==> src/rtl/scan_dump_ctrl.sv <==
// Scan-chain sequencer: streams host bytes into the bank scan chain while the
// bits leaving the chain are packed back into host bytes (dump + reload in one pass).
module scan_dump_ctrl #(
    parameter int CHAIN_LEN = 2056,
    parameter int CNT_WIDTH = 12
) (
    input  logic                 clk,
    input  logic                 rst,
    input  logic                 start,
    input  logic                 abort,
    output logic                 busy,
    output logic                 done,
    output logic [CNT_WIDTH-1:0] byte_idx,
    input  logic [7:0]           in_data,
    input  logic                 in_valid,
    output logic                 in_ready,
    output logic [7:0]           out_data,
    output logic                 out_valid,
    input  logic                 out_ready,
    output logic                 scan_enable,
    output logic                 scan_in,
    input  logic                 scan_out
);

    localparam int NBYTES   = (CHAIN_LEN + 7) / 8;
    localparam int LASTBITS = ((CHAIN_LEN % 8) == 0) ? 8 : (CHAIN_LEN % 8);

    localparam logic [CNT_WIDTH-1:0] LAST_BYTE = CNT_WIDTH'(NBYTES - 1);
    localparam logic [CNT_WIDTH-1:0] FULL_LAST = CNT_WIDTH'(7);
    localparam logic [CNT_WIDTH-1:0] PART_LAST = CNT_WIDTH'(LASTBITS - 1);

    typedef enum logic [1:0] {
        S_IDLE,
        S_LOAD,
        S_SHIFT,
        S_EMIT
    } state_t;

    state_t               state_reg;
    logic [7:0]           load_reg;
    logic [7:0]           capture_reg;
    logic [CNT_WIDTH-1:0] bit_cnt_reg;
    logic [CNT_WIDTH-1:0] byte_idx_reg;
    logic                 done_reg;

    logic                 last_byte;
    logic                 last_bit;
    logic [7:0]           capture_next;

    assign last_byte = (byte_idx_reg == LAST_BYTE);
    assign last_bit  = (bit_cnt_reg == (last_byte ? PART_LAST : FULL_LAST));

    // Only the bit addressed by the bit counter takes scan_out; the rest hold,
    // so bits beyond a short final byte stay at the zero set during LOAD.
    generate
        for (genvar gi = 0; gi < 8; gi++) begin : g_cap
            assign capture_next[gi] = (bit_cnt_reg[2:0] == 3'(gi)) ? scan_out
                                                                   : capture_reg[gi];
        end
    endgenerate

    always_ff @(posedge clk) begin
        if (rst) begin
            state_reg    <= S_IDLE;
            load_reg     <= 8'h00;
            capture_reg  <= 8'h00;
            bit_cnt_reg  <= '0;
            byte_idx_reg <= '0;
            done_reg     <= 1'b0;
        end else begin
            done_reg <= 1'b0;
            case (state_reg)
                S_IDLE: begin
                    if (start && !abort) begin
                        state_reg    <= S_LOAD;
                        byte_idx_reg <= '0;
                    end
                end
                S_LOAD: begin
                    if (abort) begin
                        state_reg <= S_IDLE;
                    end else if (in_valid) begin
                        load_reg    <= in_data;
                        capture_reg <= 8'h00;
                        bit_cnt_reg <= '0;
                        state_reg   <= S_SHIFT;
                    end
                end
                S_SHIFT: begin
                    // The shift edge happens even when abort is sampled here.
                    capture_reg <= capture_next;
                    load_reg    <= {1'b0, load_reg[7:1]};
                    bit_cnt_reg <= bit_cnt_reg + 1'b1;
                    if (abort) begin
                        state_reg <= S_IDLE;
                    end else if (last_bit) begin
                        state_reg <= S_EMIT;
                    end
                end
                S_EMIT: begin
                    if (abort) begin
                        state_reg <= S_IDLE;
                    end else if (out_ready) begin
                        if (last_byte) begin
                            state_reg <= S_IDLE;
                            done_reg  <= 1'b1;
                        end else begin
                            byte_idx_reg <= byte_idx_reg + 1'b1;
                            state_reg    <= S_LOAD;
                        end
                    end
                end
                default: state_reg <= S_IDLE;
            endcase
        end
    end

    assign busy        = (state_reg != S_IDLE);
    assign done        = done_reg;
    assign byte_idx    = byte_idx_reg;
    assign in_ready    = (state_reg == S_LOAD);
    assign out_valid   = (state_reg == S_EMIT);
    assign out_data    = capture_reg;
    assign scan_enable = (state_reg == S_SHIFT);
    assign scan_in     = (state_reg == S_SHIFT) && load_reg[0];

endmodule
==> config.mk <==
export PLATFORM = sky130hd
export DESIGN_NAME = scan_dump_ctrl
export DESIGN_NICKNAME = d
export VERILOG_FILES = /design/src/rtl/scan_dump_ctrl.sv
export SDC_FILE = /design/constraint.sdc
export NUM_CORES = 1
export LEC_CHECK = 0
export ABC_CLOCK_PERIOD_IN_PS = 4400
export CAP_MARGIN = 20
export CORE_AREA = 2 2 54 81
export CTS_BUF_LIST = sky130_fd_sc_hd__clkbuf_8
export CTS_CLUSTER_SIZE = 8
export DETAILED_ROUTE_END_ITERATION = 6
export DIE_AREA = 0 0 56 83
export PLACE_DENSITY = 0.95
export SLEW_MARGIN = 25
export SYNTH_ARGS = -nofsm -noshare
export SYNTH_HDL_FRONTEND = slang
export SYNTH_SLANG_ARGS = --single-unit
export TNS_END_PERCENT = 50
==> constraint.sdc <==
create_clock -name clk -period 4.4 [get_ports clk]
set_clock_uncertainty 0.2 [all_clocks]
set_input_delay 0.88 -clock clk [delete_from_list [all_inputs] [get_ports clk]]
set_output_delay 0.88 -clock clk [all_outputs]
set_load 0.1 [all_outputs]
# After elaboration in Yosys (flattened, before gate mapping)
# Index checks and enable logic that the tools add are counted.
# classes
n_addsub,2
n_reduce_logical,20
div_mod_pow,0
n_lt_le_gt_ge,0
n_mul,0
shifts,0
bitwise,2
muxes,32
n_eq_ne,29
# op_table
op,n
$mux 12,6
$pmux 12 s2,2
$reduce_and 4->1,9
$mux 8,4
$pmux 8 s2,2
$add 12x1->12 const B,2
$ne 2x1->1 const B,9
$mux 2,7
$eq 12x3->1 const B,1
$eq 12x9->1 const B,1
$eq 3x3->1 const B,4
$mux 1,10
$ne 2x2->1 const B,5
$pmux 2 s4,1
$eq 3x2->1 const B,2
$ne 3x2->1 const B,2
$reduce_bool 2->1,3
$reduce_and 5->1,1
$eq 2x2->1 const B,2
$reduce_or 4->1,1
$eq 3x1->1 const B,1
$logic_not 3->1,1
$ne 3x3->1 const B,1
$reduce_and 3->1,1
other kinds (5),7
# totals
word_cells,98
rom_bits,0
latchBits,0
mem_bits_rw,0
regBits,43
mem_count,0

# Depth between registers and ports, before layout
# Gate-level depths: netlist of the first run.
# logic_depth
word_depth,5
mapped_depth,8
mapped_depth_nobuf,6

# Worst setup path after synthesis of the first run
# Ideal clock, no wire load.
# synth_path
path_kind,register -> output
from,register state_reg[1]
to,output scan_in
t_required_ns,3.320
slack_ns,0.620
arrival_time_ns,2.700
n_path_buf,3
path_stages_with_launch,7
path_cell_list,dfxtp_1 buf_2 nand2b_1 buf_2 inv_1 clkbuf_1 and2_1
# synth_between
elab_chain_len,2
# synth_rtl
item,line,source
start: declaration,39,state_t state_reg;
start signal: assignment,64,state_reg <= S_IDLE;
start signal: assignment,75,state_reg <= S_LOAD;
start signal: assignment,81,state_reg <= S_IDLE;
$eq 2x2->1,n/a,
named net scan_enable,20,"output logic scan_enable,"
$logic_and 1x1->1,125,assign scan_in = (state_reg == S_SHIFT) && load_reg[0];
end: declaration,21,"output logic scan_in,"
# The timed path passes the listed nets, and every way through them passes these cells.

# Final worst setup path of the first run
# layout_path
from,register state_reg[0]
to,output in_ready
# layout_between
elab_chain_len,1
# layout_rtl
item,line,source
$eq 2x1->1,121,assign in_ready = (state_reg == S_LOAD);
end: declaration,16,"output logic in_ready,"
# Every way passes these cells.

==> results of run 1 <==
[placed cells by master, fill, tap and decap left out, types with 8 or more instances in the layout]
master and instances:
a21oi_1 16, a311oi_1 13, clkdlybuf4s50_1 37, dfxtp_1 43
ha_1 8, inv_1 15, mux2i_1 8, nand2_1 24
nand3_1 16, nor2_1 30
[path summary, 6_finish.rpt]
path | from | end | slack, ns | depth (start not counted)
worst max-delay path | state_reg[0] | in_ready | 1.14 | 3
worst min-delay path | load_reg[7] | load_reg[7] | 0.28 | 2
worst max register to register | byte_idx[0] | byte_idx[7] | 2.09 | 6
worst min register to register | load_reg[7] | load_reg[7] | 0.28 | 2
[area by class of cell]
| type | instances | area [um^2] | area share |
|---|---|---|---|
| clock buffer | 5 | 68.82 | 0.02535 |
| timing repair buffer | 44 | 422.9 | 0.1558 |
| clock inverter | 3 | 12.51 | 0.004608 |
| multi-input combinational | 194 | 1245 | 0.4585 |
| sequential | 43 | 860.8 | 0.3171 |
| tap | 45 | 56.30 | 0.02074 |
| inverter | 13 | 48.80 | 0.01797 |
[report_power, final]
group / internal, mW / leakage (nW) / total, mW / switching (mW)
clock network: 0.107 / 0.0505 / 0.242 / 0.135
logic: 0.0235 / 0.576 / 0.0565 / 0.0329
registers: 0.392 / 0.347 / 0.395 / 0.00305
total: 0.522 / 0.973 / 0.693 / 0.171
[synth_stat cells (all sizes together), types with 2 or more instances]
cell and number:
dfxtp 43, nor2 30, nand2 24, a21oi 16, nand3 16, a311oi 13
inv 13, clkbuf 9, buf 8, ha 8, mux2i 8, nand4 7
a31oi 6, o21ai 6, nor3 5, xnor2 5, a2111oi 4, and2 4
nand2b 4, a32o 3, nor4 3, o31ai 3, or3 3, a211oi 2
a21o 2, a32oi 2, a41o 2, nor4b 2, nor4bb 2
[layer usage]
layer,vias to the layer above,share of wire
met3,20,0.051
met1,989,0.40
met5,-,0
met4,0,0.039
li1,1054,-
met2,80,0.51
[critical path, stage by stage (launching register included)]
cell	delay, ns
dfxtp_1	0.51
inv_1	0.12
nor2_1	0.11
clkdlybuf4s50_1	1.14
[through the flow]
stage	std cells	util
6_report	347	0.6920
5_1_grt	347	0.6920
4_1_cts	347	0.6920
3_5_place_dp	339	0.6712
3_3_place_gp	339	0.6712
2_1_floorplan	267	-
[cell families (layout without fill, tap and decap cells)]
family / Yosys count / in the layout
compound gates: 64 / 64
mux: 8 / 8
fa+ha+maj: 8 / 8
xor+xnor: 6 / 6
flops: 43 / 43
buf+inv: 30 / 65
simple gates: 108 / 108
==> results.md, run 1 <==
- Post-synthesis async set-or-reset flop share: 0
- GR Util met3: 0.04673
- Largest family of logic cells by synthesized area: simple AND/OR/NAND/NOR gates
- Leakage: 0.9730 nW
- Final Slew Violations: 0
- Postcts setup bufs: 0
- Starting Density: 0.5673
- Final setup vio count: 0
- Core area: 0.003924 mm^2
- Final instance area: 0.002715 mm^2
- First-pass GRT wire length: 9052 um
- Hold Vio Cnt, Final: 0
- Critical path endpoint category: output pin
- Worst hold margin: 0.2804 ns
- Synth Area in XOR/XNOR: 0.02361
- CP Launch Type: flip-flop
- Adder-cell share of the synthesized area: 0.04497
- Max VDD drop: 0.2556 mV
- PnR worst setup slack: 1.144 ns
- Period minus WS final: 3.256 ns
- TritonCTS sink count: 43
- Die footprint: 0.004648 mm^2
- Vias per inst: 6.176
- Layout cells sized above 1: 0.05629
- Synth area leaders: dfxtp_1 (39%), a311oi_1 (5.1%), nor2_1 (5.1%), ha_1 (4.5%), nand2_1 (4.0%)
- Part of the Yosys area used for sequential elements: 0.3867
- Met2 usage: 0.4043
- Overall routing resource usage: 0.2360
- MaxCap Viol Count: 0
- Top-level I/O count: 41
- Vias in the first global route: 2076
- Min-Delay Path Class: flip-flop to flip-flop
- DP HPWL: 3749 um
- Power consumption: 0.6932 mW
- Pre-CTS setup slack: 1.297 ns
- Clk_lat worst skew: 0.30 ns
- Pre-antenna DRT Iters: 4
- Clk buf depth: 2
- Die W: 56 um
- DRC errors left: 0
- CP Data Required Time: 3.32 ns
- Post-synth EDFFs: 0
- Number of hold buffers added after CTS: 0
- IO Port Bufs: 40
- Yosys Warn Count: 0
- Avg Cell Area, Syn: 8.337 um^2
- Yosys reg bits: 43
- CP Max Fanout: 11
- Slew margin rel.: 0.3513
- GRT busiest layer: met2
- Post-synthesis mux area share: 0.03598
- Post-route ant nets: 0
- Status: finished, final reports clean
- Fmax: 307.1 MHz
- Reg clk slew, reported paths: 0.08 ns
- Number of H-tree levels: 2
- Routability Congestion: 0.8564
- Post-DP Area: 0.002634 mm^2
- Drt wl/cell: 14.95 um
- CTS Root Buffer Type: clkbuf_8
- Area delta synth->final: 21.98%
- Synth cell types: 46
- Synth Cell Area: 0.002226 mm^2
- N_diodes: 0
- Global route total overflow: 0
- Die height: 83 um
- Compound-gate portion of the synthesized area: 0.2069
- Post-CTS sizing: 0
- Routed wire length: 5186 um
- Mapped Cells: 267
- Pin count of the biggest net entering global routing: 34
- Nets: 324
- TritonCTS Buffers: 5
- Simple-gate share of the synthesized area: 0.2451
- Actual slew at the worst max-slew pin: 0.9700 ns
- Initial DRC count: 137
- Setup TNS: 0 ns
- Initial antenna violation count: 0
- Area leader, netlist: dfxtp_1
- Power Density: 255.3 mW/mm^2
- Worst EP arrival: 2.18 ns
- Met1 usage: 0.2624
- Unrepaired setup endpoints after global routing: no
- Final period util: 0.7401
- Synth Flop Type: dfxtp_1
- Crit Path Category: flip-flop to output pin
- Post-synth top area share: 0.3867
- TritonCTS clock tree: yes
- Site Rows: 28
- Post-Syn Nets: 290
- Vias: 2143
- # fillers: 330
Power figures use the tool's default switching activity.
==> run 2: changes to the inputs <==
Settings changed: ABC_CLOCK_PERIOD_IN_PS 4400 to 2700, CORE_AREA 2 2 54 81 to 2 2 59 88, DIE_AREA 0 0 56 83 to 0 0 61 90, PLACE_DENSITY 0.95 to 0.86.
Clock period 4.4 ns to 2.7 ns, I/O delays scaled along.
==> results.md, run 2 (synthesis gave the netlist of run 1 again) <==
- Status: finished, final reports clean
- Number of cells after detailed placement: 366
- Layout cells sized above 1: 0.1564
- NetSw: 0.2958 mW
- Vias in the first global route: 2104
- Pin count of the biggest net entering global routing: 31
- Slowest-stage cell, CP: dfxtp_1
- Slew margin rel.: 0.5471
- Crit-path cells: nand2b_1 -> inv_1 -> buf_4 -> and2_2 -> buf_12
- Number of hold buffers added after CTS: 0
- CTS Root Buffer Type: clkbuf_8
- Starting Density: 0.4666
- Clk buf depth: 2
- Power Density: 446.1 mW/mm^2
- Min-Delay Path Class: flip-flop to flip-flop
- CP Data Required Time: 1.96 ns
- Initial antenna violation count: 0
- Vias per inst: 5.815
- Initial DRC count: 177
- Clk pwr share: 0.406
- CP Buf/Inv Count: 3
- Unrepaired setup endpoints after global routing: no
- N_diodes: 0
- Die footprint: 0.005490 mm^2
- Global route total overflow: 0
- P_int: 0.9501 mW
- Area delta synth->final: 25.46%
- MaxCap Viol Count: 0
- DP HPWL: 3930 um
- Final Slew Violations: 0
- Routed wire length: 5550 um
- Hold Vio Cnt, Final: 0
- Actual slew at the worst max-slew pin: 0.6623 ns
- TritonCTS Buffers: 5
- Routability Congestion: 0.8638
- Nets: 330
- Number of H-tree levels: 2
- Die W: 61 um
- Post-CTS sizing: 0
- Sw frac: 0.2374
- Vias: 2169
- Critical Path Max Stage Delay: 0.62 ns
- Commonest non-fill, non-tap cell in the layout: dfxtp_1
- Post-route ant nets: 0
- Crit Path Category: flip-flop to output pin
- CP Launch Type: flip-flop
- Core area: 0.004771 mm^2
- TritonCTS sink count: 43
- Max VDD drop: 0.4480 mV
- Top-level I/O count: 41
- Worst EP arrival: 1.69 ns
- Pre-antenna DRT Iters: 4
- Final period util: 0.9018
- CP Max Fanout: 13
- Drt wl/cell: 14.88 um
- Non-Filler Instances: 373
- Site Rows: 31
- Clk_lat worst skew: 0.31 ns
- Leakage: 1.059 nW
- IO Port Bufs: 40
- Reg clk slew, reported paths: 0.08 ns
- Overall routing resource usage: 0.2147
- DRC errors left: 0
- First-pass GRT wire length: 9232 um
- Setup TNS: 0 ns
- Part of the power in registers: 0.517
- Commonest non-fill, non-tap cells in the layout: dfxtp_1 (43), buf_4 (33), nor2_1 (30)
- Gate power share: 0.077
- TritonCTS clock tree: yes
- Fmax: 410.7 MHz
- Die height: 90 um
- Period minus WS final: 2.435 ns
- Postcts setup bufs: 0
- Final setup vio count: 0
- Delay-heaviest family, CP: flip-flops
- Critical path endpoint category: output pin
-- run 2: changes by cell type in the layout (fill, tap and decap cells not counted), sizes merged --
cell / before / now
clkinvlp: 0 / 1
inv: 15 / 13
buf: 7 / 36
bufinv: 0 / 1
clkdlybuf4s50: 37 / 14
clkinv: 1 / 0
-- run 2: metrics by stage --
step                hold slack [ns]    util  power [mW]  worst slack (ns)  cell area, um^2
floorplan                    0.2483       -      0.7149          -0.05295             2228
global placement             0.2566  0.5631      0.7532            0.1239             2686
detailed placement           0.2693  0.5631      0.7550           0.03885             2686
CTS                          0.2812  0.5854       1.247            0.2577             2793
global route                 0.3021  0.5854       1.278            0.1435             2793
finish                       0.2804  0.5854       1.246            0.2652             2793
-- run 2: power by group through the flow --
stage | combinational (mW) | sequential [mW] | clock [mW]
detailed placement | 0.0962 | 0.659 | 0
global placement | 0.0947 | 0.658 | 0
global route | 0.104 | 0.645 | 0.529
CTS | 0.0968 | 0.644 | 0.507
floorplan | 0.0589 | 0.656 | 0
finish | 0.0964 | 0.644 | 0.505
-- run 2: final timing paths --
| kind | start | end | slack [ns] | cells past startpoint |
|---|---|---|---|---|
| setup / recovery | state_reg[1] | scan_in | 0.27 | 5 |
| hold / removal | load_reg[7] | load_reg[7] | 0.28 | 2 |
| setup reg to reg | state_reg[0] | bit_cnt_reg[8] | 0.47 | 4 |
| hold reg to reg | load_reg[7] | load_reg[7] | 0.28 | 2 |
-- run 2: layout make-up --
type                            count  area (um^2)
Tap cell                           66        82.58
Clock inverter                      2        37.54
Multi-Input combinational cell    194         1246
Clock buffer                        5        68.82
Timing Repair Buffer               50        447.9
Fill cell                         429         1978
Inverter                           13        48.80
Sequential cell                    43        860.8
-- run 2: worst reg2reg max path, cell delays in order, from the launching register on --
cell and delay (ns):
dfxtp_1 0.57, nand4bb_1 0.36, a2111oi_0 0.74, xnor2_1 0.19, nor2_1 0.05
-- run 2: metal layers --
layer	wire length, um	track usage	vias up
li1	-	-	1056
met1	2242	0.2460	1025
met2	2890	0.3656	79
met3	301	0.03597	9
met4	116	0.1069	0
met5	0	0	-
==> run 3: changes to the inputs <==
Settings changed: CORE_AREA 2 2 59 88 to 2 2 69 103, DIE_AREA 0 0 61 90 to 0 0 71 105, PLACE_DENSITY 0.86 to 0.68, RECOVER_POWER set to 25.
==> results.md, run 3 (synthesis gave the netlist of run 1 again) <==
- Core area: 0.006531 mm^2
- Initial DRC count: 130
- Postcts setup bufs: 0
- IO Port Bufs: 40
- Layout cells sized above 1: 0.1049
- Vias per inst: 5.549
- PnR worst setup slack: 0.3067 ns
- Die footprint: 0.007455 mm^2
- Clk_lat worst skew: 0.30 ns
- Pin count of the biggest net entering global routing: 33
- Vias: 2114
- Setup TNS: 0 ns
- Actual slew at the worst max-slew pin: 1.173 ns
- Post-CTS sizing: 0
- Die height: 105 um
- Unrepaired setup endpoints after global routing: no
- Number of cells after detailed placement: 373
- DP HPWL: 3865 um
- TritonCTS clock tree: yes
- Hold Vio Cnt, Final: 0
- Routed wire length: 5357 um
- Critical path endpoint category: output pin
- TritonCTS Buffers: 5
- Clk buf depth: 2
- Power Density: 484.5 mW/mm^2
- Starting Density: 0.3408
- MaxCap Viol Count: 0
- Pre-CTS setup slack: 0.08910 ns
- Nets: 327
- Leakage: 1.005 nW
- Area delta synth->final: 23.55%
- Top-level I/O count: 41
- Site Rows: 36
- Final Slew Violations: 0
- Vias in the first global route: 1951
- Status: finished, final reports clean
- CP Max Fanout: 12
- Commonest non-fill, non-tap cells in the layout: dfxtp_1 (43), nor2_1 (30), nand2_1 (24)
- Die W: 71 um
- N_diodes: 0
- Crit path from: state_reg[1]
- Post-route ant nets: 0
- Min-Delay Path Class: flip-flop to flip-flop
- # fillers: 659
- Max VDD drop: 0.2174 mV
- Reg-to-Reg Start: byte_idx[0]
- Routability Congestion: 0.8213
- Reg clk slew, reported paths: 0.08 ns
- Number of hold buffers added after CTS: 0
- Slew margin rel.: 0.2211
- Drt wl/cell: 14.06 um
- Crit Path Category: flip-flop to output pin
- Worst EP arrival: 1.65 ns
- Multi-input gate area: 0.001246 mm^2
- Final setup vio count: 0
- Period minus WS final: 2.393 ns
- Non-Filler Instances: 381
- Pre-antenna DRT Iters: 6
- Register area: 860.8 um^2
- CP Data Required Time: 1.96 ns
- CP Launch Type: flip-flop
- Initial antenna violation count: 0
- Final period util: 0.8864
- Min-delay src: load_reg[7]
- Fmax: 417.8 MHz
- First-pass GRT wire length: 8825 um
- Commonest non-fill, non-tap cell in the layout: dfxtp_1
- Number of H-tree levels: 2
- TritonCTS sink count: 43
- Global route total overflow: 0
- CTS Root Buffer Type: clkbuf_8
- Overall routing resource usage: 0.1457
- DRC errors left: 0
-- run 3: cell count changes in the layout (fill, tap and decap cells not counted) --
cell        delta
buf_1          +1
clkinvlp_4     -1
clkbuf_1      +12
clkbuf_2       +4
buf_4         -20
inv_1          +1
bufinv_16      +1
-- run 3: worst max-delay path, cell delays in order, from the launching register on --
cell and delay, ns:
dfxtp_1 0.59, and2_1 0.53, buf_12 0.24
-- run 3: path summary, 6_finish.rpt --
kind                  to  slack [ns]  cells after the start
min          load_reg[7]        0.27                      2
min reg2reg  load_reg[7]        0.27                      2
max            out_valid        0.31                      2
max reg2reg  byte_idx[7]        0.33                      6
-- run 3: metrics by stage --
| step | util | total power, mW | area [um^2] | hold WS, ns |
|---|---|---|---|---|
| floorplan | - | 0.7149 | 2228 | 0.2483 |
| global placement | 0.4098 | 0.7524 | 2676 | 0.2594 |
| detailed placement | 0.4098 | 0.7531 | 2676 | 0.2680 |
| CTS | 0.4301 | 1.344 | 2809 | 0.2794 |
| global route | 0.4211 | 1.383 | 2750 | 0.3042 |
| finish | 0.4211 | 1.332 | 2750 | 0.2733 |
-- run 3: layout make-up --
cell class              instances  share of cell area
multi-input cells             194              0.4531
flip-flops and latches         43              0.3130
repair buffers                 47              0.1333
well taps                      76             0.03458
clock buffers                   5             0.02502
clock inverters                 3             0.02320
inverters                      13             0.01774
-- run 3: routing by layer --
layer / share of wire / vias up / GRT usage / wire length (um)
met2: 0.50 / 64 / 0.2437 / 2700
met1: 0.43 / 982 / 0.1724 / 2309
met5: 0 / - / 0 / 0
li1: - / 1058 / - / -
met3: 0.041 / 10 / 0.02411 / 222
met4: 0.023 / 0 / 0.08356 / 125
-- run 3: power by group --
part           switching, mW  total, mW  internal (mW)
combinational         0.0549     0.0941         0.0392
clock                  0.229      0.595          0.366
sequential           0.00506      0.643          0.638
total                  0.289       1.33           1.04
